## src/rtl/muldiv_pkg.sv

```systemverilog
// Shared constants for the RV32M multiply/divide unit: RV32M funct3 codes,
// FSM state encoding and the datapath width.
package muldiv_pkg;

  localparam int XLEN = 32;

  localparam logic [2:0] OP_MUL    = 3'b000;
  localparam logic [2:0] OP_MULH   = 3'b001;
  localparam logic [2:0] OP_MULHSU = 3'b010;
  localparam logic [2:0] OP_MULHU  = 3'b011;
  localparam logic [2:0] OP_DIV    = 3'b100;
  localparam logic [2:0] OP_DIVU   = 3'b101;
  localparam logic [2:0] OP_REM    = 3'b110;
  localparam logic [2:0] OP_REMU   = 3'b111;

  typedef enum logic [1:0] {
    ST_IDLE  = 2'd0,
    ST_CALC  = 2'd1,
    ST_FIXUP = 2'd2,
    ST_DONE  = 2'd3
  } state_t;

endpackage

```

## src/rtl/muldiv_rv32m_if.sv

```systemverilog
// Issue/write-back bundle between the register-file stage and the multiply/divide unit.
interface muldiv_rv32m_if;

  logic                         start;
  logic [2:0]                   funct3;
  logic [muldiv_pkg::XLEN-1:0]  rs1;
  logic [muldiv_pkg::XLEN-1:0]  rs2;
  logic [4:0]                   rd_addr_in;
  logic                         flush;
  logic                         busy;
  logic                         done;
  logic [muldiv_pkg::XLEN-1:0]  result;
  logic [4:0]                   rd_addr_out;
  logic                         rd_write;

  modport master (
    output start, funct3, rs1, rs2, rd_addr_in, flush,
    input  busy, done, result, rd_addr_out, rd_write
  );

  modport slave (
    input  start, funct3, rs1, rs2, rd_addr_in, flush,
    output busy, done, result, rd_addr_out, rd_write
  );

endinterface

```

## src/rtl/muldiv_core_step.sv

```systemverilog
// One combinational iteration on {acc, opq}: radix-2 shift-add for multiply,
// restoring shift-subtract for divide.
module muldiv_core_step #(
  parameter int XLEN = 32
) (
  input  logic            i_div,
  input  logic [XLEN-1:0] i_acc,
  input  logic [XLEN-1:0] i_opq,
  input  logic [XLEN-1:0] i_opb,
  output logic [XLEN-1:0] o_acc,
  output logic [XLEN-1:0] o_opq
);

  logic [XLEN:0]   w_sum;
  logic [XLEN:0]   w_shift;
  logic [XLEN-1:0] w_sub;
  logic            w_ge;

  // Multiply: add multiplicand on multiplier LSB, then shift the 65-bit {carry,acc,opq} right.
  assign w_sum = {1'b0, i_acc} + (i_opq[0] ? {1'b0, i_opb} : '0);

  // Divide: partial remainder never exceeds 2*divisor, so a 32-bit subtract suffices once w_ge holds.
  assign w_shift = {i_acc, i_opq[XLEN-1]};
  assign w_ge    = (w_shift >= {1'b0, i_opb});
  assign w_sub   = w_shift[XLEN-1:0] - i_opb;

  always_comb begin
    o_acc = '0;
    o_opq = '0;
    if (i_div) begin
      o_acc = w_ge ? w_sub : w_shift[XLEN-1:0];
      o_opq = {i_opq[XLEN-2:0], w_ge};
    end else begin
      o_acc = w_sum[XLEN:1];
      o_opq = {w_sum[0], i_opq[XLEN-1:1]};
    end
  end

endmodule

```

## src/rtl/muldiv_rv32m.sv

```systemverilog
// Iterative RV32M execute unit: one bit per cycle, sign fixup on magnitudes,
// single-cycle fast path for divide-by-zero and signed overflow.
module muldiv_rv32m #(
  parameter int XLEN  = 32,
  parameter int CNT_W = 6
) (
  input logic           clock,
  input logic           reset_n,
  muldiv_rv32m_if.slave bus
);
  import muldiv_pkg::*;

  state_t           r_state;
  logic [CNT_W-1:0] r_cnt;
  logic [2:0]       r_op;
  logic [4:0]       r_rd_lat;
  logic [4:0]       r_rd_addr;
  logic [XLEN-1:0]  r_acc;
  logic [XLEN-1:0]  r_opq;
  logic [XLEN-1:0]  r_opb;
  logic [XLEN-1:0]  r_result;
  logic             r_neg;
  logic             r_rem_neg;
  logic             r_busy;
  logic             r_done;
  logic             r_rd_write;

  logic             w_a_signed;
  logic             w_b_signed;
  logic             w_a_neg;
  logic             w_b_neg;
  logic             w_is_div;
  logic             w_div_zero;
  logic             w_ovf;
  logic [XLEN-1:0]  w_mag_a;
  logic [XLEN-1:0]  w_mag_b;
  logic [XLEN-1:0]  w_fast_result;
  logic [XLEN-1:0]  w_step_acc;
  logic [XLEN-1:0]  w_step_opq;
  logic [XLEN-1:0]  w_quot_fix;
  logic [XLEN-1:0]  w_rem_fix;
  logic [XLEN-1:0]  w_fix_result;
  logic [2*XLEN-1:0] w_prod;
  logic [2*XLEN-1:0] w_prod_fix;

  always_comb begin
    w_a_signed = (bus.funct3 == OP_MUL) || (bus.funct3 == OP_MULH) ||
                 (bus.funct3 == OP_MULHSU) || (bus.funct3 == OP_DIV) ||
                 (bus.funct3 == OP_REM);
    w_b_signed = (bus.funct3 == OP_MUL) || (bus.funct3 == OP_MULH) ||
                 (bus.funct3 == OP_DIV) || (bus.funct3 == OP_REM);
  end

  assign w_is_div   = bus.funct3[2];
  assign w_a_neg    = w_a_signed & bus.rs1[XLEN-1];
  assign w_b_neg    = w_b_signed & bus.rs2[XLEN-1];
  assign w_mag_a    = w_a_neg ? -bus.rs1 : bus.rs1;
  assign w_mag_b    = w_b_neg ? -bus.rs2 : bus.rs2;
  assign w_div_zero = w_is_div && (bus.rs2 == '0);
  assign w_ovf      = ((bus.funct3 == OP_DIV) || (bus.funct3 == OP_REM)) &&
                      (bus.rs1 == {1'b1, {(XLEN-1){1'b0}}}) && (bus.rs2 == '1);

  always_comb begin
    w_fast_result = '0;
    if (w_div_zero) begin
      w_fast_result = ((bus.funct3 == OP_REM) || (bus.funct3 == OP_REMU)) ? bus.rs1 : '1;
    end else if (bus.funct3 == OP_DIV) begin
      w_fast_result = {1'b1, {(XLEN-1){1'b0}}};
    end
  end

  // After a multiply {acc,opq} is the 64-bit product; after a divide opq/acc are quotient/remainder.
  assign w_prod     = {r_acc, r_opq};
  assign w_prod_fix = r_neg ? -w_prod : w_prod;
  assign w_quot_fix = r_neg ? -r_opq : r_opq;
  assign w_rem_fix  = r_rem_neg ? -r_acc : r_acc;

  always_comb begin
    w_fix_result = w_rem_fix;
    case (r_op)
      OP_MUL:                       w_fix_result = w_prod_fix[XLEN-1:0];
      OP_MULH, OP_MULHSU, OP_MULHU: w_fix_result = w_prod_fix[2*XLEN-1:XLEN];
      OP_DIV, OP_DIVU:              w_fix_result = w_quot_fix;
      default:                      w_fix_result = w_rem_fix;
    endcase
  end

  muldiv_core_step #(.XLEN(XLEN)) u_step (
    .i_div (r_op[2]),
    .i_acc (r_acc),
    .i_opq (r_opq),
    .i_opb (r_opb),
    .o_acc (w_step_acc),
    .o_opq (w_step_opq)
  );

  always_ff @(posedge clock) begin
    if (!reset_n) begin
      r_state    <= ST_IDLE;
      r_cnt      <= '0;
      r_op       <= '0;
      r_rd_lat   <= '0;
      r_rd_addr  <= '0;
      r_acc      <= '0;
      r_opq      <= '0;
      r_opb      <= '0;
      r_result   <= '0;
      r_neg      <= 1'b0;
      r_rem_neg  <= 1'b0;
      r_busy     <= 1'b0;
      r_done     <= 1'b0;
      r_rd_write <= 1'b0;
    end else begin
      r_done     <= 1'b0;
      r_rd_write <= 1'b0;
      case (r_state)
        ST_IDLE: begin
          if (bus.start && !bus.flush) begin
            r_op      <= bus.funct3;
            r_rd_lat  <= bus.rd_addr_in;
            r_cnt     <= '0;
            r_acc     <= '0;
            r_opq     <= w_is_div ? w_mag_a : w_mag_b;
            r_opb     <= w_is_div ? w_mag_b : w_mag_a;
            r_neg     <= w_a_neg ^ w_b_neg;
            r_rem_neg <= w_a_neg;
            r_busy    <= 1'b1;
            if (w_div_zero || w_ovf) begin
              r_result   <= w_fast_result;
              r_rd_addr  <= bus.rd_addr_in;
              r_done     <= 1'b1;
              r_rd_write <= (bus.rd_addr_in != '0);
              r_state    <= ST_DONE;
            end else begin
              r_state <= ST_CALC;
            end
          end
        end
        ST_CALC: begin
          if (bus.flush) begin
            r_busy  <= 1'b0;
            r_state <= ST_IDLE;
          end else begin
            r_acc <= w_step_acc;
            r_opq <= w_step_opq;
            r_cnt <= r_cnt + CNT_W'(1);
            if (r_cnt == CNT_W'(XLEN - 1)) begin
              r_state <= ST_FIXUP;
            end
          end
        end
        ST_FIXUP: begin
          if (bus.flush) begin
            r_busy  <= 1'b0;
            r_state <= ST_IDLE;
          end else begin
            r_result   <= w_fix_result;
            r_rd_addr  <= r_rd_lat;
            r_done     <= 1'b1;
            r_rd_write <= (r_rd_lat != '0);
            r_state    <= ST_DONE;
          end
        end
        default: begin
          r_busy  <= 1'b0;
          r_state <= ST_IDLE;
        end
      endcase
    end
  end

  assign bus.busy        = r_busy;
  assign bus.done        = r_done;
  assign bus.result      = r_result;
  assign bus.rd_addr_out = r_rd_addr;
  assign bus.rd_write    = r_rd_write;

endmodule

```

## src/flat_wrapper.sv

```systemverilog
// flat-port wrapper written by rule: the top's interface ports become plain ports
module muldiv_rv32m_flat import muldiv_pkg::*;
#(
  parameter int XLEN  = 32,
  parameter int CNT_W = 6
)
  (clock, reset_n, bus_start, bus_funct3, bus_rs1, bus_rs2, bus_rd_addr_in, bus_flush, bus_busy, bus_done, bus_result, bus_rd_addr_out, bus_rd_write);
  muldiv_rv32m_if bus_i ();
  input logic clock;
  input logic reset_n;
  input wire logic [$bits(bus_i.start)-1:0] bus_start;
  input wire logic [$bits(bus_i.funct3)-1:0] bus_funct3;
  input wire logic [$bits(bus_i.rs1)-1:0] bus_rs1;
  input wire logic [$bits(bus_i.rs2)-1:0] bus_rs2;
  input wire logic [$bits(bus_i.rd_addr_in)-1:0] bus_rd_addr_in;
  input wire logic [$bits(bus_i.flush)-1:0] bus_flush;
  output wire logic [$bits(bus_i.busy)-1:0] bus_busy;
  output wire logic [$bits(bus_i.done)-1:0] bus_done;
  output wire logic [$bits(bus_i.result)-1:0] bus_result;
  output wire logic [$bits(bus_i.rd_addr_out)-1:0] bus_rd_addr_out;
  output wire logic [$bits(bus_i.rd_write)-1:0] bus_rd_write;
  assign bus_i.start = bus_start;
  assign bus_i.funct3 = bus_funct3;
  assign bus_i.rs1 = bus_rs1;
  assign bus_i.rs2 = bus_rs2;
  assign bus_i.rd_addr_in = bus_rd_addr_in;
  assign bus_i.flush = bus_flush;
  assign bus_busy = bus_i.busy;
  assign bus_done = bus_i.done;
  assign bus_result = bus_i.result;
  assign bus_rd_addr_out = bus_i.rd_addr_out;
  assign bus_rd_write = bus_i.rd_write;
  muldiv_rv32m #(.XLEN(XLEN), .CNT_W(CNT_W)) u_core (.clock(clock), .reset_n(reset_n), .bus(bus_i));
endmodule
```

## config.mk

```make
export PLATFORM = sky130hd
export DESIGN_NAME = muldiv_rv32m_flat
export DESIGN_NICKNAME = d
export VERILOG_FILES = /design/src/rtl/muldiv_pkg.sv /design/src/rtl/muldiv_rv32m_if.sv /design/src/rtl/muldiv_core_step.sv /design/src/rtl/muldiv_rv32m.sv /design/src/flat_wrapper.sv
export SDC_FILE = /design/constraint.sdc
export NUM_CORES = 1
export LEC_CHECK = 0
export BUFFER_PORTS_ARGS = -buffer_cell sky130_fd_sc_hd__buf_2
export CORE_UTILIZATION = 49
export CTS_CLUSTER_SIZE = 16
export DETAILED_ROUTE_END_ITERATION = 8
export PLACE_DENSITY = 0.67
export SYNTH_ARGS = -nofsm -noshare
export SYNTH_HDL_FRONTEND = slang
export SYNTH_SLANG_ARGS = --single-unit
```

## constraint.sdc

```tcl
create_clock -name clock -period 3.6 [get_ports clock]
set_clock_uncertainty 0.05 [all_clocks]
set_input_delay 0.36 -clock clock [delete_from_list [all_inputs] [get_ports clock]]
set_output_delay 0.36 -clock clock [all_outputs]
set_load 0.05 [all_outputs]
```

== After elaboration in Yosys (flattened, before gate mapping) ==
Cells that the tools add are included.
Word-level totals
  register bits after elaboration: 154
  output and inout bits: 40
  logic and storage cells: 126
Operators by class
  add/sub/neg operators: 8
  magnitude comparators: 1
  equality and inequality tests: 21
  mux-type cells: 49
  bitwise gates (word level): 3
  reduce and logical (&&, ||, !) cells: 30
Operators by type and width (count)
  32-bit two-way mux: 20
  32-bit one-hot mux with 2 select lines: 3
  32-bit negator: 4
  32-bit one-hot mux with 3 select lines: 1
  32-bit equality test, second input constant: 2
  64-bit two-way mux: 1
  64-bit negator: 1
  32-bit by 33-bit adder with 33-bit output: 1
  33-bit by 32-bit >= comparator with 1-bit output: 1
  32-bit zero test: 1
  32-bit subtractor: 1
  3-bit equality test, second input constant: 5
  5-bit two-way mux: 3
  6-bit two-way mux: 2
  6-bit one-hot mux with 2 select lines: 1
  2-bit two-way mux: 5
  5-bit one-hot mux with 2 select lines: 1
  5-bit nonzero test: 2
  3-bit by 2-bit equality test with 1-bit output, second input constant: 3
  1-bit logical OR: 9
  1-bit two-way mux: 8
  6-bit by 1-bit adder with 6-bit output, second input constant: 1
  3-bit by 1-bit equality test with 1-bit output, second input constant: 2
  6-bit by 5-bit equality test with 1-bit output, second input constant: 1
  19 further kinds: 33

== Longest topological paths before layout ==
Gate-level depths: netlist (run 1).
  word-level depth: 10
  depth in mapped cells: 14

== Cells and area by module ==
Synthesis (run 1) repeated with hierarchy kept, for this count alone.
Second synthesis, totals
  cell total of the unflattened synthesis: 2240
  area, all modules: 15936.5 um2
By module, submodules not included
  muldiv_rv32m: instances 1, cells an instance 1534, area each 11020.6 um2
  muldiv_core_step: instances 1, cells an instance 706, area each 4916.0 um2

== Least setup slack after synthesis (run 1) ==
OpenSTA, ideal clock, no wires.
  path kind: register to register
  start point: register u_core.r_acc[16]
  end point: register u_core.r_acc[31]
  setup time: 0.117 ns
  arrival time: 3.163 ns
  required time: 3.433 ns
  setup slack: 0.270 ns
  stages on the path, launching flop included: 13
  path through: dfxtp_1 > ha_1 > clkbuf_1 > nand4_1 > or3_1 > or4_1 > a21oi_1 > a211oi_1 > nand2_1 > buf_2 > buf_2 > nand3_1 > a32o_1
Between the ends
  cells in the longest elaborated chain, start to end: 5
  elaborated cells between the ends (all ways): 7
  classes of those cells: add/sub (2); order compare (1); mux (4)
Ends and longest elaborated chain
  start, declared: RTL line muldiv_rv32m.sv:18  | logic [XLEN-1:0] r_acc;
  start signal, assigned: RTL line muldiv_rv32m.sv:144  | r_acc <= w_step_acc;
  32-bit subtractor or 33-bit by 32-bit >= comparator with 1-bit output (tied branches): RTL line muldiv_core_step.sv:25, muldiv_core_step.sv:24
  32-bit two-way mux: RTL line muldiv_core_step.sv:31  | o_acc = w_ge ? w_sub : w_shift[XLEN-1:0];
  32-bit two-way mux *: RTL line muldiv_core_step.sv:30  | if (i_div) begin
  32-bit two-way mux *: RTL line muldiv_rv32m.sv:140  | if (bus.flush) begin
  32-bit one-hot mux with 2 select lines *: RTL line muldiv_rv32m.sv:116  | case (r_state)
Mark *: on every way between the ends. The rest lies on a longest branch, timed or not. The select of a mux whose other input is x is not followed.
A chain may end at the register's enable or synchronous reset.

== Worst setup path in the final report (run 1) ==
  start point: register u_core.r_opq[2]
  end point: register u_core.r_result[10], in the netlist u_core.bus.result[10]
Between the ends
  cells in the longest elaborated chain, start to end: 5
  elaborated cells between the ends (all ways): 7
  classes of those cells: add/sub (2); mux (5)
Ends and longest elaborated chain
  start, declared: RTL line muldiv_rv32m.sv:19  | logic [XLEN-1:0] r_opq;
  start signal, assigned: RTL line muldiv_rv32m.sv:123  | r_opq <= w_is_div ? w_mag_a : w_mag_b;
  start signal, assigned: RTL line muldiv_rv32m.sv:145  | r_opq <= w_step_opq;
  64-bit negator or 32-bit negator (tied branches): RTL line muldiv_rv32m.sv:74, muldiv_rv32m.sv:75
  64-bit two-way mux or 32-bit two-way mux (tied branches): RTL line muldiv_rv32m.sv:74, muldiv_rv32m.sv:75
  32-bit one-hot mux with 3 select lines *: RTL line muldiv_rv32m.sv:80  | case (r_op)
  32-bit two-way mux *: RTL line muldiv_rv32m.sv:153  | if (bus.flush) begin
  32-bit one-hot mux with 2 select lines *: RTL line muldiv_rv32m.sv:116
  end signal, assigned: RTL line muldiv_rv32m.sv:129  | r_result <= w_fast_result;
  end signal, assigned: RTL line muldiv_rv32m.sv:157  | r_result <= w_fix_result;
  end, declared: RTL line muldiv_rv32m.sv:21  | logic [XLEN-1:0] r_result;
Marks and branches as above.

==> impl_metrics.json, run 1 <==
{
  "crit_arrival_ps": 3790,
  "grt_pass1_vias": 16020,
  "drc": 0,
  "grt_usage": 0.3845,
  "wl_um": 63380,
  "root_buffer": "clkbuf_16",
  "start_util": 0.5022,
  "busiest_layer": "met2",
  "wl_per_cell_um": 23.81,
  "hpwl_um": 49550,
  "synth.largest_area_cell": "dfxtp_1",
  "fmax_mhz": 288.7,
  "worstSetupPathType": "flip-flop to flip-flop",
  "r2r_end": "u_core.bus.result[10]$_SDFFE_PN0P_",
  "report.final.slew_viol_count": 0,
  "synthCells": 2160,
  "clock-sinks": 154,
  "io_pins": 116,
  "synth_cell_types": 84,
  "drt_iter0_markers": 2422,
  "yosysSeqAreaShare": 0.1991,
  "diodes": 0,
  "area_delta_synth_final_pct": 13.39,
  "numPortBuffers": 115,
  "cts.htree.levels": 4,
  "synthArstFlopShare": 0,
  "grtUsageMet3": 0.06645,
  "gp_congestion": 0.9989,
  "multiInputGateArea_mm2": 0.01157,
  "crit_required_ps": 3920,
  "cts_hold_buf": 0,
  "cts_tree": "yes",
  "layout_common_cells": "nand2_1 (207), nor2_1 (204), o21ai_0 (195), a21oi_1 (184), dfxtp_1 (152)",
  "crit_path_start_kind": "flip-flop",
  "antenna_found_initial": 1,
  "fin_crit_sh": 0.9623,
  "r2r_start": "u_core.r_opq[2]$_SDFFE_PN0P_",
  "nFillCells": 2998,
  "timing.hold.ws_ps": 139.8,
  "crit_start": "u_core.r_opq[2]$_SDFFE_PN0P_",
  "endpoint_kind": "flip-flop",
  "reg2reg_depth": 10,
  "whs_path_depth": 3,
  "clock_path_buffers": 2,
  "regArea_mm2": 0.003085,
  "die_area_mm2": 0.03231,
  "final-hold-violation-count": 0,
  "final-setup-viol-count": 0,
  "fin_nets": 2405,
  "layout_commonest_cell": "nand2_1",
  "status": "completed",
  "grt-ovfl-total": 0,
  "cts-buffers-inserted": 17,
  "layout.cells.non_filler": 2662,
  "antenna_left": 0,
  "yosysTopAreaCellShare": 0.1991,
  "synth_edf_count": 0,
  "core_mm2": 0.03083,
  "power_leakage_nw": 7.465,
  "tightest_slew_ps": 1100,
  "met1_usage": 0.5037,
  "ys_top_cells_by_area": "dfxtp_1 (20%), o21ai_0 (6.3%), ha_1 (6.0%), a21oi_1 (5.9%), xor2_1 (5.3%)",
  "cap_viol_max_count": 0,
  "placed_cells": 2629,
  "synth_nets": 2312,
  "num_rows": 64,
  "fin_crit_ps": 3464,
  "r2r_setup_slack_ps": 140,
  "drive_gt1_frac": 0.1509,
  "grt_pass1_wl_um": 96060,
  "holdCritPathClass": "primary input to flip-flop",
  "critPathCapture": "u_core.bus.result[10]$_SDFFE_PN0P_",
  "drt_pass1_iterations": 6,
  "slew_headroom": 0.2643,
  "ys_warn_count": 0,
  "syn-mean-instance-area_um2": 7.168,
  "crit_path_max_fanout": 8,
  "grt_max_degree": 89,
  "synth_area_mm2": 0.01548,
  "irDropWorstVdd_mv": 0.2960,
  "via_per_inst": 6.578,
  "die_w_um": 179.8,
  "vias": 17510,
  "path_clk_slew_ps": 70,
  "die_h_um": 179.8,
  "ys.flop_type": "dfxtp_1",
  "p_per_area_mw_per_mm2": 396.0,
  "synth_seq_cells": 154,
  "met2_usage": 0.6030,
  "insertion_delay_ps": 450
}
[cells by family after synthesis]
logic type                 Yosys count  share of synthesized area
xor gates and xnor gates           187                     0.1058
and+or+nand+nor                    675                     0.2065
adders and majority gates           76                    0.06239
muxes                               77                    0.05221
AOI/OAI and AO/OA                  761                     0.3157
buffers and inverters              230                    0.05835
DFF                                154                     0.1991
[critical path, stage by stage (launching register included)]
cell and delay (ps):
dfxtp_1 390, or4_4 600, or4_1 560, buf_4 200
or2_1 290, or3_1 460, nand2_1 120, a21oi_1 50
a221oi_1 330, o21ai_1 150, a31oi_1 200
[timing repair]
action / in CTS / in global routing
pin swaps: 0 / 1
endpoints found under the setup margin: 1 / 19
gates resized for setup: 1 / 13
buffers inserted: 0 / 1
[through the flow]
step | total power, mW | instance area (um2) | setup TNS (ps) | setup slack (ps) | util
after floorplan | 3.896 | 15480 | 0 | 269.8 | -
after global placement | 4.874 | 16870 | 0 | 9.343 | 0.5472
after detailed placement | 4.893 | 16870 | 0 | 23.29 | 0.5472
after CTS | 6.836 | 17490 | 0 | 107.3 | 0.5674
after global routing | 7.235 | 17560 | -9.149 | -5.213 | 0.5694
final | 6.953 | 17560 | 0 | 135.7 | 0.5694
[cells in the mapped netlist (all sizes together), types with 31 or more instances]
library cell and instances:
a31oi 31, ha 74, a21oi 184, clkbuf 135
o31ai 32, nand4 31, xnor2 93, dfxtp 154
a21o 39, nor3 62, xor2 94, nand2 208
nor2 204, inv 68, o21ai 201, o211ai 32
mux2i 47, a211oi 31
[power breakdown]
part           internal (mW)  switching (mW)
clock                   1.11           0.859
combinational           1.11            1.87
sequential              1.83           0.175
total                   4.05            2.91
[how the worst min path moves through the flow]
stage                                              from                              end  slack [ps]
after floorplan           u_core.r_opb[29]$_SDFFE_PN0P_    u_core.r_opb[29]$_SDFFE_PN0P_         390
after global placement     u_core.r_opb[6]$_SDFFE_PN0P_     u_core.r_opb[6]$_SDFFE_PN0P_         400
after detailed placement  u_core.r_opb[10]$_SDFFE_PN0P_    u_core.r_opb[10]$_SDFFE_PN0P_         410
after CTS                             bus_rd_addr_in[2]  u_core.r_rd_lat[2]$_SDFFE_PN0P_         130
after global routing                  bus_rd_addr_in[3]  u_core.r_rd_lat[3]$_SDFFE_PN0P_         150
final                                 bus_rd_addr_in[2]  u_core.r_rd_lat[2]$_SDFFE_PN0P_         140
[sequential cells by signal, indices dropped and copies added (netlist names), 2 cells and up]
signal	flops
u_core.bus.result	32
u_core.r_rd_lat	5
u_core.r_cnt	6
u_core.bus.rd_addr_out	5
u_core.r_state	2
u_core.r_op	3
u_core.r_opq	32
u_core.r_acc	32
u_core.r_opb	32
[per-layer routing]
metal | part of all wire | wire length [um] | up-vias
met5 | 0 | 0 | -
met2 | 0.44 | 27840 | 985
li1 | - | - | 8044
met3 | 0.093 | 5920 | 161
met1 | 0.41 | 26080 | 8320
met4 | 0.056 | 3535 | 0
[cell type report]
| cell class | count | area share |
|---|---|---|
| well taps | 396 | 0.02822 |
| clock inverters | 15 | 0.01076 |
| inverters | 70 | 0.01497 |
| flip-flops and latches | 154 | 0.1758 |
| repair buffers | 234 | 0.08688 |
| clock buffers | 17 | 0.02423 |
| multi-input cells | 1776 | 0.6592 |
Power figures use the tool's default switching activity.
==> run 2, diff against run 1 <==
- PLACE_DENSITY: 0.67 -> 0.7
- SKIP_CTS_REPAIR_TIMING: unset -> 1
- SLEW_MARGIN: unset -> 10
- clock period: 3.6 -> 2.8 ns (I/O delays scaled with it)
==> impl_metrics.json, run 2 (synthesis gave the netlist of run 1 again) <==
{
  "status": "finished with violations",
  "violations": "setup timing",
  "crit_path_max_fanout": 5,
  "final-hold-violation-count": 0,
  "layout_common_cells": "buf_4 (486), nand2_1 (201), nor2_1 (197), a21oi_1 (140), o21ai_0 (135)",
  "holdCritPathClass": "primary input to flip-flop",
  "area_delta_synth_final_pct": 43.64,
  "p_per_area_mw_per_mm2": 473.6,
  "grt_usage": 0.4238,
  "vias": 19959,
  "report.final.slew_viol_count": 0,
  "clock_path_buffers": 2,
  "numPortBuffers": 115,
  "drt_pass1_iterations": 6,
  "p_sw_mw": 4.330,
  "drt_iter0_markers": 2721,
  "cts.htree.levels": 4,
  "combPwrFrac": 0.523,
  "grt-ovfl-total": 0,
  "crit_path_start_kind": "flip-flop",
  "layout_commonest_cell": "buf_4",
  "core_mm2": 0.03083,
  "path_clk_slew_ps": 70,
  "grt_pass1_wl_um": 106200,
  "setup_ws_ps": -379.1,
  "crit_chain": "or4_4 > or4_4 > or3_4 > buf_12 > o21ai_2 > or2_2 > a21oi_1 > a2111o_1 > a21oi_2 > a21oi_1",
  "tightest_slew_ps": 847.3,
  "wl_per_cell_um": 23.97,
  "num_rows": 64,
  "clock-sinks": 154,
  "power_frac_seq": 0.237,
  "power.internal_mw": 6.203,
  "slowest_delay_ps": 550,
  "crit_arrival_ps": 3460,
  "antenna_left": 0,
  "die_area_mm2": 0.03231,
  "worst_path_dominant_cell_family": "simple AND/OR/NAND/NOR gates",
  "cpMaxStageDelayCell": "or4_4",
  "cts_tree": "yes",
  "switching_share": 0.4111,
  "fin_crit_sh": 1.135,
  "power_leakage_nw": 9.824,
  "grt_pass1_vias": 18192,
  "final-setup-viol-count": 61,
  "power.share.clock": 0.241,
  "cts-buffers-inserted": 17,
  "gp_congestion": 1.099,
  "slew_headroom": 0.4351,
  "io_pins": 116,
  "start_util": 0.5022,
  "wl_um": 73590,
  "fin_nets": 2811,
  "drc": 0,
  "insertion_delay_ps": 450,
  "grt_max_degree": 99,
  "via_per_inst": 6.501,
  "cp_num_buf_inv": 1,
  "cap_viol_max_count": 0,
  "endpoint_kind": "flip-flop",
  "fin_util": 0.7213,
  "preCtsSetupSlack_ps": -546.3,
  "drive_gt1_frac": 0.3705,
  "fin_crit_ps": 3179,
  "worstSetupPathType": "flip-flop to flip-flop",
  "hpwl_um": 55580,
  "fmax_mhz": 314.6,
  "crit_required_ps": 3080,
  "irDropWorstVdd_mv": 0.4020,
  "die_h_um": 179.8,
  "root_buffer": "clkbuf_16",
  "die_w_um": 179.8,
  "rsz0062_at_grt": "yes",
  "antenna_found_initial": 2
}
-- run 2: cell count changes in the layout (fill, tap and decap cells not counted), moves of 18 or more --
| cell | delta |
|---|---|
| dfxtp_2 | +22 |
| inv_1 | -18 |
| o21ai_1 | +35 |
| a21oi_2 | +42 |
| a21oi_1 | -44 |
| buf_4 | +371 |
| o21ai_0 | -60 |
| buf_6 | +23 |
| dfxtp_1 | -23 |
-- run 2: path summary, 6_finish.rpt --
check | start | to | slack [ps] | cells past startpoint
hold / removal | bus_rd_addr_in[3] | u_core.r_rd_lat[3]$_SDFFE_PN0P_ | 70 | 3
setup / recovery | u_core.r_opq[9]$_SDFFE_PN0P_ | u_core.bus.result[19]$_SDFFE_PN0P_ | -380 | 10
hold reg to reg | u_core.r_opb[23]$_SDFFE_PN0P_ | u_core.r_opb[23]$_SDFFE_PN0P_ | 420 | 2
setup reg to reg | u_core.r_opq[9]$_SDFFE_PN0P_ | u_core.bus.result[19]$_SDFFE_PN0P_ | -380 | 10
-- run 2: metrics by stage --
step                      instance area, um2  hold slack [ps]  TNS (ps)  power (mW)  instances
after floorplan                        15720            374.9     -2496       5.110       2160
after global placement                 19770            402.6    -16240       6.940       2996
after detailed placement               19770            408.8    -20370       7.004       2996
after CTS                              20390            54.89    -14730       9.510       3028
after global routing                   22230            85.39    -13800       10.88       3068
final                                  22240            69.43    -10740       10.53       3070
-- run 2: metal layers --
layer | track usage | vias up | wire, um
li1 | - | 8870 | -
met2 | 0.6453 | 1411 | 31390
met3 | 0.08610 | 362 | 7968
met1 | 0.5477 | 9316 | 28440
met4 | 0.2659 | 0 | 5791
met5 | 0 | - | 0
-- run 2: cell type report --
class	count	area, um2
Sequential cell	154	3117
Fill cell	2452	8591
Multi-Input combinational cell	1776	12940
Clock buffer	17	425.4
Clock inverter	15	190.2
Antenna cell	2	5.005
Tap cell	396	495.5
Timing Repair Buffer	640	4790
Inverter	70	275.3
-- run 2: power groups by stage --
stage / Clock, mW / Sequential, mW / Combinational [mW]
2_1_floorplan: 0 / 2.55 / 2.56
3_3_place_gp: 0 / 2.50 / 4.44
3_5_place_dp: 0 / 2.51 / 4.49
4_1_cts: 2.52 / 2.46 / 4.52
5_1_grt: 2.61 / 2.50 / 5.76
6_report: 2.53 / 2.49 / 5.51
-- run 2: tightest hold or removal path, delay by kind of cell --
kind	cells	cell delay, ps
AO/OA/AOI/OAI	1	70
buffers and inverters	1	110
AND/OR/NAND/NOR	1	50
